$ cat src/rtl/lifo.sv
// Ready/valid last-in-first-out stack with a shared push/pop end.
// Holds return addresses or any state that must unwind in reverse order.
module lifo #(
    parameter int N_ENTRIES   = 8,
    parameter int ENTRY_WIDTH = 32,
    parameter logic [N_ENTRIES*ENTRY_WIDTH-1:0] INIT_ENTRY_REG_STATE = '0,
    localparam int PTR_WIDTH  = $clog2(N_ENTRIES),
    localparam int CTR_WIDTH  = PTR_WIDTH + 1
) (
    input  logic                             clk,
    input  logic                             rst_aL,
    output logic                             push_ready,
    input  logic                             push_valid,
    input  logic [ENTRY_WIDTH-1:0]           push_data,
    input  logic                             pop_ready,
    output logic                             pop_valid,
    output logic [ENTRY_WIDTH-1:0]           pop_data,
    output logic [CTR_WIDTH-1:0]             count,
    input  logic                             init,
    input  logic [N_ENTRIES*ENTRY_WIDTH-1:0] init_entry_reg_state,
    input  logic [CTR_WIDTH-1:0]             init_sp_state
);

    logic [CTR_WIDTH-1:0]   sp_q, sp_d;
    logic [ENTRY_WIDTH-1:0] entry_q [N_ENTRIES];
    logic [N_ENTRIES-1:0]   entry_we;
    logic [PTR_WIDTH-1:0]   top_idx;
    logic [PTR_WIDTH-1:0]   wr_idx;
    logic                   full;
    logic                   empty;
    logic                   push;
    logic                   pop;

    // Sp counts valid entries, so the MSB alone marks the full state.
    assign full       = sp_q[CTR_WIDTH-1];
    assign empty      = (sp_q == '0);
    assign push_ready = !full;
    assign pop_valid  = !empty;
    assign push       = push_valid & push_ready;
    assign pop        = pop_valid & pop_ready;
    assign count      = sp_q;

    // Top wraps to N_ENTRIES-1 when empty, giving a stale but defined read.
    assign top_idx  = sp_q[PTR_WIDTH-1:0] - PTR_WIDTH'(1);
    assign pop_data = entry_q[top_idx];

    // Push alone writes above the top; push with pop replaces the top.
    assign wr_idx = pop ? top_idx : sp_q[PTR_WIDTH-1:0];

    // One-hot entry write enables, suppressed while init loads the array.
    always_comb begin
        entry_we = '0;
        for (int i = 0; i < N_ENTRIES; i++) begin
            entry_we[i] = push & !init & (wr_idx == PTR_WIDTH'(i));
        end
    end

    // Stack pointer next state: init beats push/pop, replace-top holds.
    always_comb begin
        sp_d = sp_q;
        if (init) begin
            sp_d = init_sp_state;
        end else if (push && !pop) begin
            sp_d = sp_q + CTR_WIDTH'(1);
        end else if (pop && !push) begin
            sp_d = sp_q - CTR_WIDTH'(1);
        end
    end

    // Stack pointer register.
    always_ff @(posedge clk or negedge rst_aL) begin
        if (!rst_aL) begin
            sp_q <= '0;
        end else begin
            sp_q <= sp_d;
        end
    end

    for (genvar g = 0; g < N_ENTRIES; g++) begin : g_entry
        // Entry register: reset value, bulk init load, or a single write.
        always_ff @(posedge clk or negedge rst_aL) begin
            if (!rst_aL) begin
                entry_q[g] <= INIT_ENTRY_REG_STATE[g*ENTRY_WIDTH +: ENTRY_WIDTH];
            end else if (init) begin
                entry_q[g] <= init_entry_reg_state[g*ENTRY_WIDTH +: ENTRY_WIDTH];
            end else if (entry_we[g]) begin
                entry_q[g] <= push_data;
            end
        end
    end

endmodule

$ cat config.mk
export PLATFORM = sky130hd
export DESIGN_NAME = lifo
export DESIGN_NICKNAME = d
export VERILOG_FILES = /design/src/rtl/lifo.sv
export SDC_FILE = /design/constraint.sdc
export NUM_CORES = 1
export LEC_CHECK = 0
export ABC_AREA = 1
export BUFFER_PORTS_ARGS = -buffer_cell sky130_fd_sc_hd__clkbuf_2
export CAP_MARGIN = 10
export CORE_ASPECT_RATIO = 1.75
export CORE_MARGIN = 3
export CORE_UTILIZATION = 38
export DETAILED_ROUTE_END_ITERATION = 16
export PLACE_DENSITY_LB_ADDON = 0.25
export SETUP_SLACK_MARGIN = 0.15
export SKIP_CTS_REPAIR_TIMING = 1
export SLEW_MARGIN = 10
export SYNTH_ARGS = -nofsm -noshare
export SYNTH_HDL_FRONTEND = slang
export SYNTH_SLANG_ARGS = --single-unit
$ cat constraint.sdc
create_clock -name clk -period 4.5 [get_ports clk]
set_input_delay 0.45 -clock clk [delete_from_list [all_inputs] [get_ports clk]]
set_output_delay 0.45 -clock clk [all_outputs]
set_load 0.005 [all_outputs]
; ---- Yosys cells after proc, flatten, opt, wreduce, memory -nomap -nowiden
; Index checks and enable logic that the tools add are counted.
[op_classes]
addsub = 3
n_mul = 0
div = 0
order_cmp = 1
eq_ne = 7
shifts = 0
mux = 23
bitwise_logic = 12
reduce_logical = 18
[op_table]
columns = op, n
row1 = 32-bit 2-to-1 mux, 18
row2 = 32-bit binary-select mux with 3-bit select, 1
row3 = 2-bit nonzero test, 8
row4 = "3-bit equality test, second input constant", 4
row5 = 4-bit 2-to-1 mux, 3
row6 = 1-bit AND, 11
row7 = "3-bit by 2-bit equality test with 1-bit output, second input constant", 2
row8 = 1-bit logical NOT, 5
row9 = "4-bit by 1-bit adder with 4-bit output, second input constant", 1
row10 = "4-bit >= comparator, second input constant", 1
row11 = 4-bit logical NOT, 1
row12 = 3-bit inverter with 4-bit output, 1
row13 = "4-bit by 1-bit subtractor with 4-bit output, second input constant", 1
row14 = "3-bit by 1-bit equality test with 1-bit output, second input constant", 1
row15 = 3-bit logical NOT, 1
row16 = 3-bit 2-to-1 mux, 1
row17 = 3-bit nonzero test, 1
row18 = "3-bit by 1-bit subtractor with 3-bit output, second input constant", 1
row19 = 1-bit logical AND, 2
[totals]
ff_bits = 260
latchBits = 0
ram_bits = 0
rom_bits = 0
input_bits = 297
output_inout_bits = 38
word_cells = 73
memories = 0

; ---- Longest topological paths before layout
; Gate-level depths: netlist of run 1.
[logic_depth]
word_depth = 8
ltp_mapped = 16
ltp_nobuf = 14

; ---- Worst setup path after synthesis of run 1
; OpenSTA, ideal clock, no wires.
[synth_timing]
kind = reg-to-output
from = register sp_q[0] (netlist: count[0])
to = output pop_data[11]
arrival_time_ns = 2.241
required_time_ns = 4.050
path_slack_ns = 1.809
path_stages_with_launch = 11
path_buffers = 5
path_cell_list = dfrtp_1 > inv_1 > buf_2 > buf_1 > ha_1 > clkbuf_1 > clkbuf_1 > clkbuf_1 > o22ai_1 > nand3_1 > nand2_1
[synth_between]
elab_chain_len = 5
[synth_lines]
columns = item, line
row1 = from (decl), 24  ; logic [CTR_WIDTH-1:0] sp_q, sp_d;
row2 = from (signal assigned), 75  ; sp_q <= sp_d;
row3 = 3-bit by 1-bit subtractor with 3-bit output, 44  ; assign top_idx = sp_q[PTR_WIDTH-1:0] - PTR_WIDTH'(1);
row4 = 3-bit inverter with 4-bit output (implied by the code), 45  ; assign pop_data = entry_q[top_idx];
row5 = 32-bit binary-select mux with 3-bit select, 45
row6 = 32-bit 2-to-1 mux (implied by the code) (2 in a row), 45
row7 = to (decl), 17  ; output logic [ENTRY_WIDTH-1:0] pop_data,
; Every way passes these cells. The select of a mux whose other input is x is not followed.

; ---- Worst setup path in the final report of run 1
[layout_timing]
from = register sp_q[0] (netlist: count[0])
to = output pop_data[18]
; Same word-level chain as after synthesis.

==> results of run 1 <==
[worst register-to-register path, stage by stage, from the launching register on]
cell and delay (ps):
dfrtp_4 490, inv_4 420, ha_4 260, nand2_2 560
nand3_1 340, nand2_1 100, nor2_2 220, nand2_2 260
nand2_2 690, nand2_1 150, nand2_1 100
[synthesized netlist by cell type]
| cell type | instances |
|---|---|
| nand2_2 | 10 |
| nand3b_1 | 1 |
| mux2i_1 | 32 |
| nand2_1 | 1155 |
| fa_1 | 1 |
| o22ai_1 | 32 |
| clkbuf_1 | 94 |
| a21oi_1 | 1 |
| buf_4 | 21 |
| nor2_2 | 1 |
| dfrtp_1 | 260 |
| buf_2 | 17 |
| inv_1 | 6 |
| buf_1 | 26 |
| o21ai_0 | 69 |
| inv_2 | 3 |
| nand3_1 | 298 |
| a21oi_2 | 1 |
| or2_2 | 1 |
| o211ai_1 | 1 |
| ha_1 | 3 |
| o32ai_1 | 32 |
| nor2_1 | 137 |
[layer usage]
metal | share of wire, % | global-route usage [%]
met1 | 36 | 31.8
met2 | 52 | 47.5
met3 | 6.8 | 3.09
met4 | 5.1 | 12.8
met5 | 0 | 0
[where the power goes]
| part | total (mW) | switching (mW) | internal (mW) |
|---|---|---|---|
| Combinational | 3.87 | 2.55 | 1.32 |
| Sequential | 2.91 | 0.217 | 2.69 |
| Clock | 2.30 | 0.975 | 1.33 |
| Total | 9.08 | 3.74 | 5.34 |
[sequential cells by signal, summed over array words and instances, names as in the netlist]
| signal | flops |
|---|---|
| entry_q | 256 |
| count | 4 |
[how the worst max path moves through the flow]
stage                    startpoint                 endpoint  slack (ps)  depth (start not counted)
2_1_floorplan  count[0]$_DFFE_PN0P_             pop_data[11]        1810                         10
3_3_place_gp   count[0]$_DFFE_PN0P_              pop_data[8]        1020                          7
3_5_place_dp   count[0]$_DFFE_PN0P_  entry_q[29]$_DFFE_PN0P_         920                         10
4_1_cts        count[0]$_DFFE_PN0P_              pop_data[0]         410                          7
5_1_grt        count[0]$_DFFE_PN0P_             pop_data[13]         220                          7
6_report       count[0]$_DFFE_PN0P_             pop_data[18]         360                          7
[layout make-up]
class | instances | area [um2]
Clock buffer | 39 | 791
Fill cell | 4142 | 20900
Multi-Input combinational cell | 1775 | 7690
Inverter | 9 | 43.8
Timing Repair Buffer | 358 | 1900
Sequential cell | 260 | 6510
Clock inverter | 8 | 96.3
Tap cell | 485 | 607
[kinds of logic after synthesis]
family	count (synthesis)	synth area share [%]
AO/OA/AOI/OAI	136	5.69
adder cells (fa/ha/maj)	4	0.387
buffers and inverters	167	4.88
flip-flops	260	43.7
multiplexers	32	2.15
AND/OR/NAND/NOR	1603	43.2
[metrics by stage]
stage	setup WS (ps)	instances	hold slack, ps	cell area [um2]	util, %
final	361	2934	196	17600	45.8
after global placement	1020	2886	488	16700	43.5
after floorplan	1810	2202	154	14900	-
after CTS	412	2933	-78.4	17600	45.8
after detailed placement	924	2886	489	16700	43.5
after global routing	215	2934	205	17600	45.8
[layout by cell type, fill, tap and decap left out, types with 2 or more instances in the layout]
cell,netlist,final
o32ai_1,32,32
nand2_2,10,21
buf_4,21,21
inv_1,6,5
nand3_1,298,298
o21ai_0,69,69
clkbuf_16,0,27
buf_12,0,2
nand2_1,1155,1144
mux2i_1,32,32
clkbuf_8,0,8
o22ai_1,32,32
nor2_1,137,137
clkbuf_1,94,5
ha_1,3,2
clkbuf_2,0,332
inv_2,3,2
clkinv_2,0,4
dfrtp_1,260,259
bufinv_16,0,2
==> metrics.md, run 1 <==
| Metric | Value |
|---|---|
| Status | finished clean |
| Total Routing Usage GR | between 20% and 30% |
| Initial Utilization | roughly two fifths |
| Hold EP | entry_q[53]$_DFFE_PN0P_ |
| Largest area contributor in the netlist | dfrtp_1 |
| 1st-iter DRT viols | about 1200 |
| Antenna violations before repair | 0 |
| Yosys reg bits | between 200 and 300 |
| Layout area overhead | 18.5% |
| Worst-Margin Slew | 1080 ps |
| Layout cells sized above 1 | around 18% |
| Die W | between 150 and 200 um |
| RR Startpoint | count[0]$_DFFE_PN0P_ |
| CTS tree | yes |
| Clk buf depth | 3 |
| Crit-path cells | inv_4, ha_4, nand2_2, nand2_2, nand2_1, nand2_1, clkbuf_2 |
| Htree depth | 1 |
| Via Count | 15800 |
| MaxCap Viol Count | 0 |
| FP Rows | 95 |
| Core outline area | between 0.03 and 0.04 mm2 |
| Nets | between 2000 and 3000 |
| Critical Path RT | 4050 ps |
| Largest cells by area after synthesis | dfrtp_1 44%, nand2_1 29%, nand3_1 10% |
| Remaining global-route overflow | 0 |
| Wire per inst | 19.5 um |
| CP endpoint kind | output port |
| Via density | roughly 5.4 |
| Worst path slowest cell | nand2_2 |
| Final Setup Violations | 0 |
| CTS Root Cell | clkbuf_16 |
| RSZ-0062 raised after global routing | false |
| Slew margin rel. | 28.2% |
| DRT Wirelength | about 57 mm |
| CP top delay family | simple AND/OR/NAND/NOR gates |
| Clk_lat worst skew | 550 ps |
| CTS clk-pin slew, worst paths | roughly 60 ps |
| Synth warn | 0 |
| Clock period minus worst slack | 4140 ps |
| # diodes | 0 |
| Number of cells on the worst reg-to-reg path | 10 |
| Yosys top cell area share | 43.7% |
| Pwr dens | about 510 mW/mm2 |
| CP max FO | 48 |
| Worst hold path type | input pin to flip-flop |
| First drt pass iteration count | 5 |
| Slowest cell delay on critical path | between 900 and 1000 ps |
| Hold path depth | 5 |
| Final Hold Vio Count | 0 |
| Setup TNS Final | 0 ps |
| Reg-to-Reg End | entry_q[55]$_DFFE_PN0P_ |
| Sink Count | 260 |
| Fin Clk Skew | between 10 and 15 ps |
| Post-route clock period utilization | about 92% |
| Mapped Area | ~0.015 mm2 |
| F_max | between 200 and 250 MHz |
| Pin count of the biggest net entering global routing | 119 |
| I/O Buffers | roughly 330 |
| Seq/Total Area, Yosys | 43.7% |
| Netlist cell types | 23 |
| Pleak | slightly above 10 nW |
| R2R setup slack | just under 900 ps |
| Arrival time worst endpoint | 3690 ps |
| Peak VDD IR | roughly 0.00027 V |
| Final GP Congestion | 0.882 |
| Max-slew violations | 0 |
| Final total power | 9.08 mW |
| Detail Placement HPWL | about 38 mm |
| Syn Inst Count | about 2200 |
| WP buf/inv | 2 |
| CTS buffer count | 27 |
| Vias in the first global route | roughly 16000 |
| Crit path kind | flip-flop to output port |
| Mapped Nets | roughly 2500 |
| Hold Crit Start | init_entry_reg_state[213] |
| Die area | about 0.042 mm2 |
| Startpoint types | flip-flop |
| DRC violations left | 0 |
| First-pass GRT wire length | around 87 mm |
| Die height | around 270 um |
| Io pins | approximately 340 |
| Post-route ant nets | 0 |
| Syn Area/Cell | between 6 and 7 um2 |
Power figures use the tool's default switching activity.
==> run 2, diff against run 1 <==
--- a/config.mk
+++ b/config.mk
@@ -7,7 +7,7 @@
 export LEC_CHECK = 0
 export ABC_AREA = 1
 export BUFFER_PORTS_ARGS = -buffer_cell sky130_fd_sc_hd__clkbuf_2
-export CAP_MARGIN = 10
+export CAP_MARGIN = 20
 export CORE_ASPECT_RATIO = 1.75
 export CORE_MARGIN = 3
 export CORE_UTILIZATION = 38
==> constraint.sdc (replaced) <==
create_clock -name clk -period 3.42 [get_ports clk]
set_input_delay 0.342 -clock clk [delete_from_list [all_inputs] [get_ports clk]]
set_output_delay 0.342 -clock clk [all_outputs]
set_load 0.005 [all_outputs]
==> run 2 against run 1 <==
Compared with the run above: wire length fell by 0.21%; critical path depth rose by 1; sequential share of layout area decreased by 0.13 points; largest power group unchanged; critical endpoint is now pop_data[17]; largest cell class unchanged.
==> metrics.md, run 2 (synthesis results as in run 1) <==
| Metric | Value |
|---|---|
| Crit-path cells | inv_1, ha_4, buf_12, o21ai_0, o22ai_1, nand3_1, nand2_1, clkbuf_2 |
| Final Setup Violations | 0 (unchanged) |
| CP max FO | 54 (+13%) |
| Via density | 5.36 (-0.61%) |
| Largest register FFs | 256 (unchanged) |
| Clock period minus worst slack | between 3000 and 4000 ps |
| Post-Place Cells | 2894 (+0.28%) |
| Die height | 268 um (unchanged) |
| 1st-iter DRT viols | 1314 (+9.2%) |
| Arrival time worst endpoint | 2660 ps (-1030 ps) |
| First-pass GRT wire length | 85.5 mm (-2.1%) |
| Status | finished clean |
| Area taken by multi-input logic gates | 0.00769 mm2 (about the same) |
| Wire per inst | 19.5 um (-0.48%) |
| MaxCap Viol Count | 0 (unchanged) |
| Htree depth | 1 (unchanged) |
| Commonest non-fill, non-tap cell in the layout | nand2_1 |
| Io pins | 335 (unchanged) |
| Pleak | 10.2 nW (+0.33%) |
| DRT Wirelength | 57.2 mm (-0.21%) |
| Die area | 0.0417 mm2 (unchanged) |
| Post-route clock period utilization | roughly 90% |
| Crit path kind | flip-flop to output port |
| CTS buffer count | 26 (-3.7%) |
| Total Routing Usage GR | 26.2% (-0.49 points) |
| Setup TNS Final | 0 ps (unchanged) |
| Initial Utilization | 38.6% (unchanged) |
| Slowest cell delay on critical path | 520 ps (-470 ps) |
| I/O Buffers | 334 (unchanged) |
| Vias in the first global route | 15700 (-1.2%) |
| RSZ-0062 raised after global routing | false |
| Clk buf depth | 3 (unchanged) |
| Via Count | 15800 (-0.34%) |
| Commonest non-fill, non-tap cells in the layout | 1144 x nand2_1, 332 x clkbuf_2, 298 x nand3_1, 259 x dfrtp_1, 137 x nor2_1 |
| Critical Path RT | 3080 ps (-970 ps) |
| CTS Root Cell | clkbuf_16 |
| DRC violations left | 0 (unchanged) |
| FF/Latch Area | 0.00651 mm2 (unchanged) |
| # diodes | 0 (unchanged) |
| Placed cell area | 0.0168 mm2 (+0.58%) |
| CTS tree | yes |
| F_max | between 300 and 400 MHz |
| Pin count of the biggest net entering global routing | 110 (-7.6%) |
| Pwr dens | 672 mW/mm2 (+31%) |
| Startpoint types | flip-flop |
| Layout fillers | 4128 (-0.34%) |
| Detail Placement HPWL | 38.4 mm (+0.32%) |
| Slew margin rel. | 36.6% (+8.4 points) |
| Final core area utilization | 46.0% (+0.17 points) |
| Layout area overhead | 18.9% |
| Fin Clk Skew | 9.50 ps (-2.61 ps) |
| Final GP Congestion | 0.905 (+2.6%) |
| Layout cells sized above 1 | 17.7% (+0.19 points) |
| Die W | 156 um (unchanged) |
| CTS clk-pin slew, worst paths | 60 ps (about the same) |
| Worst-Margin Slew | 951 ps (-126 ps) |
| Nets | 2740 (+0.29%) |
| Worst path slowest cell | ha_4 |
| Post-route ant nets | 0 (unchanged) |
| Fin area | 0.0177 mm2 (+0.36%) |
| Largest Register | entry_q |
| FP Rows | 95 (unchanged) |
| Non-Filler Instances | 2942 (+0.27%) |
| Remaining global-route overflow | 0 (unchanged) |
| Final Hold Vio Count | 0 (unchanged) |
| Max-slew violations | 0 (unchanged) |
| CP endpoint kind | output port |
| Sink Count | 260 (unchanged) |
| Clk_lat worst skew | 540 ps (about the same) |
| Antenna violations before repair | 0 (unchanged) |
| Peak VDD IR | 0.000571 V (+110%) |
| Core outline area | 0.0385 mm2 (unchanged) |
| Worst hold path type | input pin to flip-flop |
| First drt pass iteration count | 5 (unchanged) |
run 2: cell type report:
type / count / share of cell area [%]
Clock buffer: 40 / 4.43
Clock inverter: 6 / 0.184
Inverter: 9 / 0.247
Multi-Input combinational cell: 1775 / 43.5
Sequential cell: 260 / 36.8
Tap cell: 485 / 3.43
Timing Repair Buffer: 367 / 11.5
run 2: worst paths after layout:
| path | start | to | slack, ps | cells past startpoint |
|---|---|---|---|---|
| worst max-delay path | count[1]$_DFFE_PN0P_ | pop_data[17] | 420 | 8 |
| worst min-delay path | init_entry_reg_state[249] | entry_q[25]$_DFFE_PN0P_ | 90 | 5 |
| worst max register to register | count[1]$_DFFE_PN0P_ | entry_q[176]$_DFFE_PN0P_ | 700 | 11 |
| worst min register to register | entry_q[86]$_DFFE_PN0P_ | entry_q[86]$_DFFE_PN0P_ | 510 | 2 |
| max in group asynchronous | rst_aL | entry_q[73]$_DFFE_PN0P_ | 2050 | 3 |
| min in group asynchronous | rst_aL | count[2]$_DFFE_PN0P_ | 420 | 2 |
run 2: critical path: cells and delay by family, from the launching register on:
kind / cells / cell delay (ps)
simple gates: 2 / 290
compound gates: 2 / 320
buf+inv: 3 / 540
flops: 1 / 430
fa+ha+maj: 1 / 520
run 2: power breakdown:
group	leakage, nW	switching (mW)	internal [mW]	total, mW
registers	3.21	0.275	3.54	3.81
logic	6.63	3.43	1.84	5.27
clock network	0.404	1.25	1.57	2.82
total	10.2	4.95	6.95	11.9
run 2: metrics by stage:
stage / power (mW) / setup slack, ps / hold slack, ps
floorplan: 6.89 / 837 / 46.4
global placement: 8.92 / 802 / 433
detailed placement: 8.98 / 723 / 439
CTS: 11.8 / 172 / -138
global route: 12.6 / 192 / 103
finish: 11.9 / 416 / 91.8
run 2: routing by layer:
metal	track usage (%)	up-vias	share of wire (%)
li1	-	7529	-
met1	31.3	7359	37
met2	46.3	726	50
met3	2.40	145	6.8
met4	14.2	0	5.5
met5	0	-	0
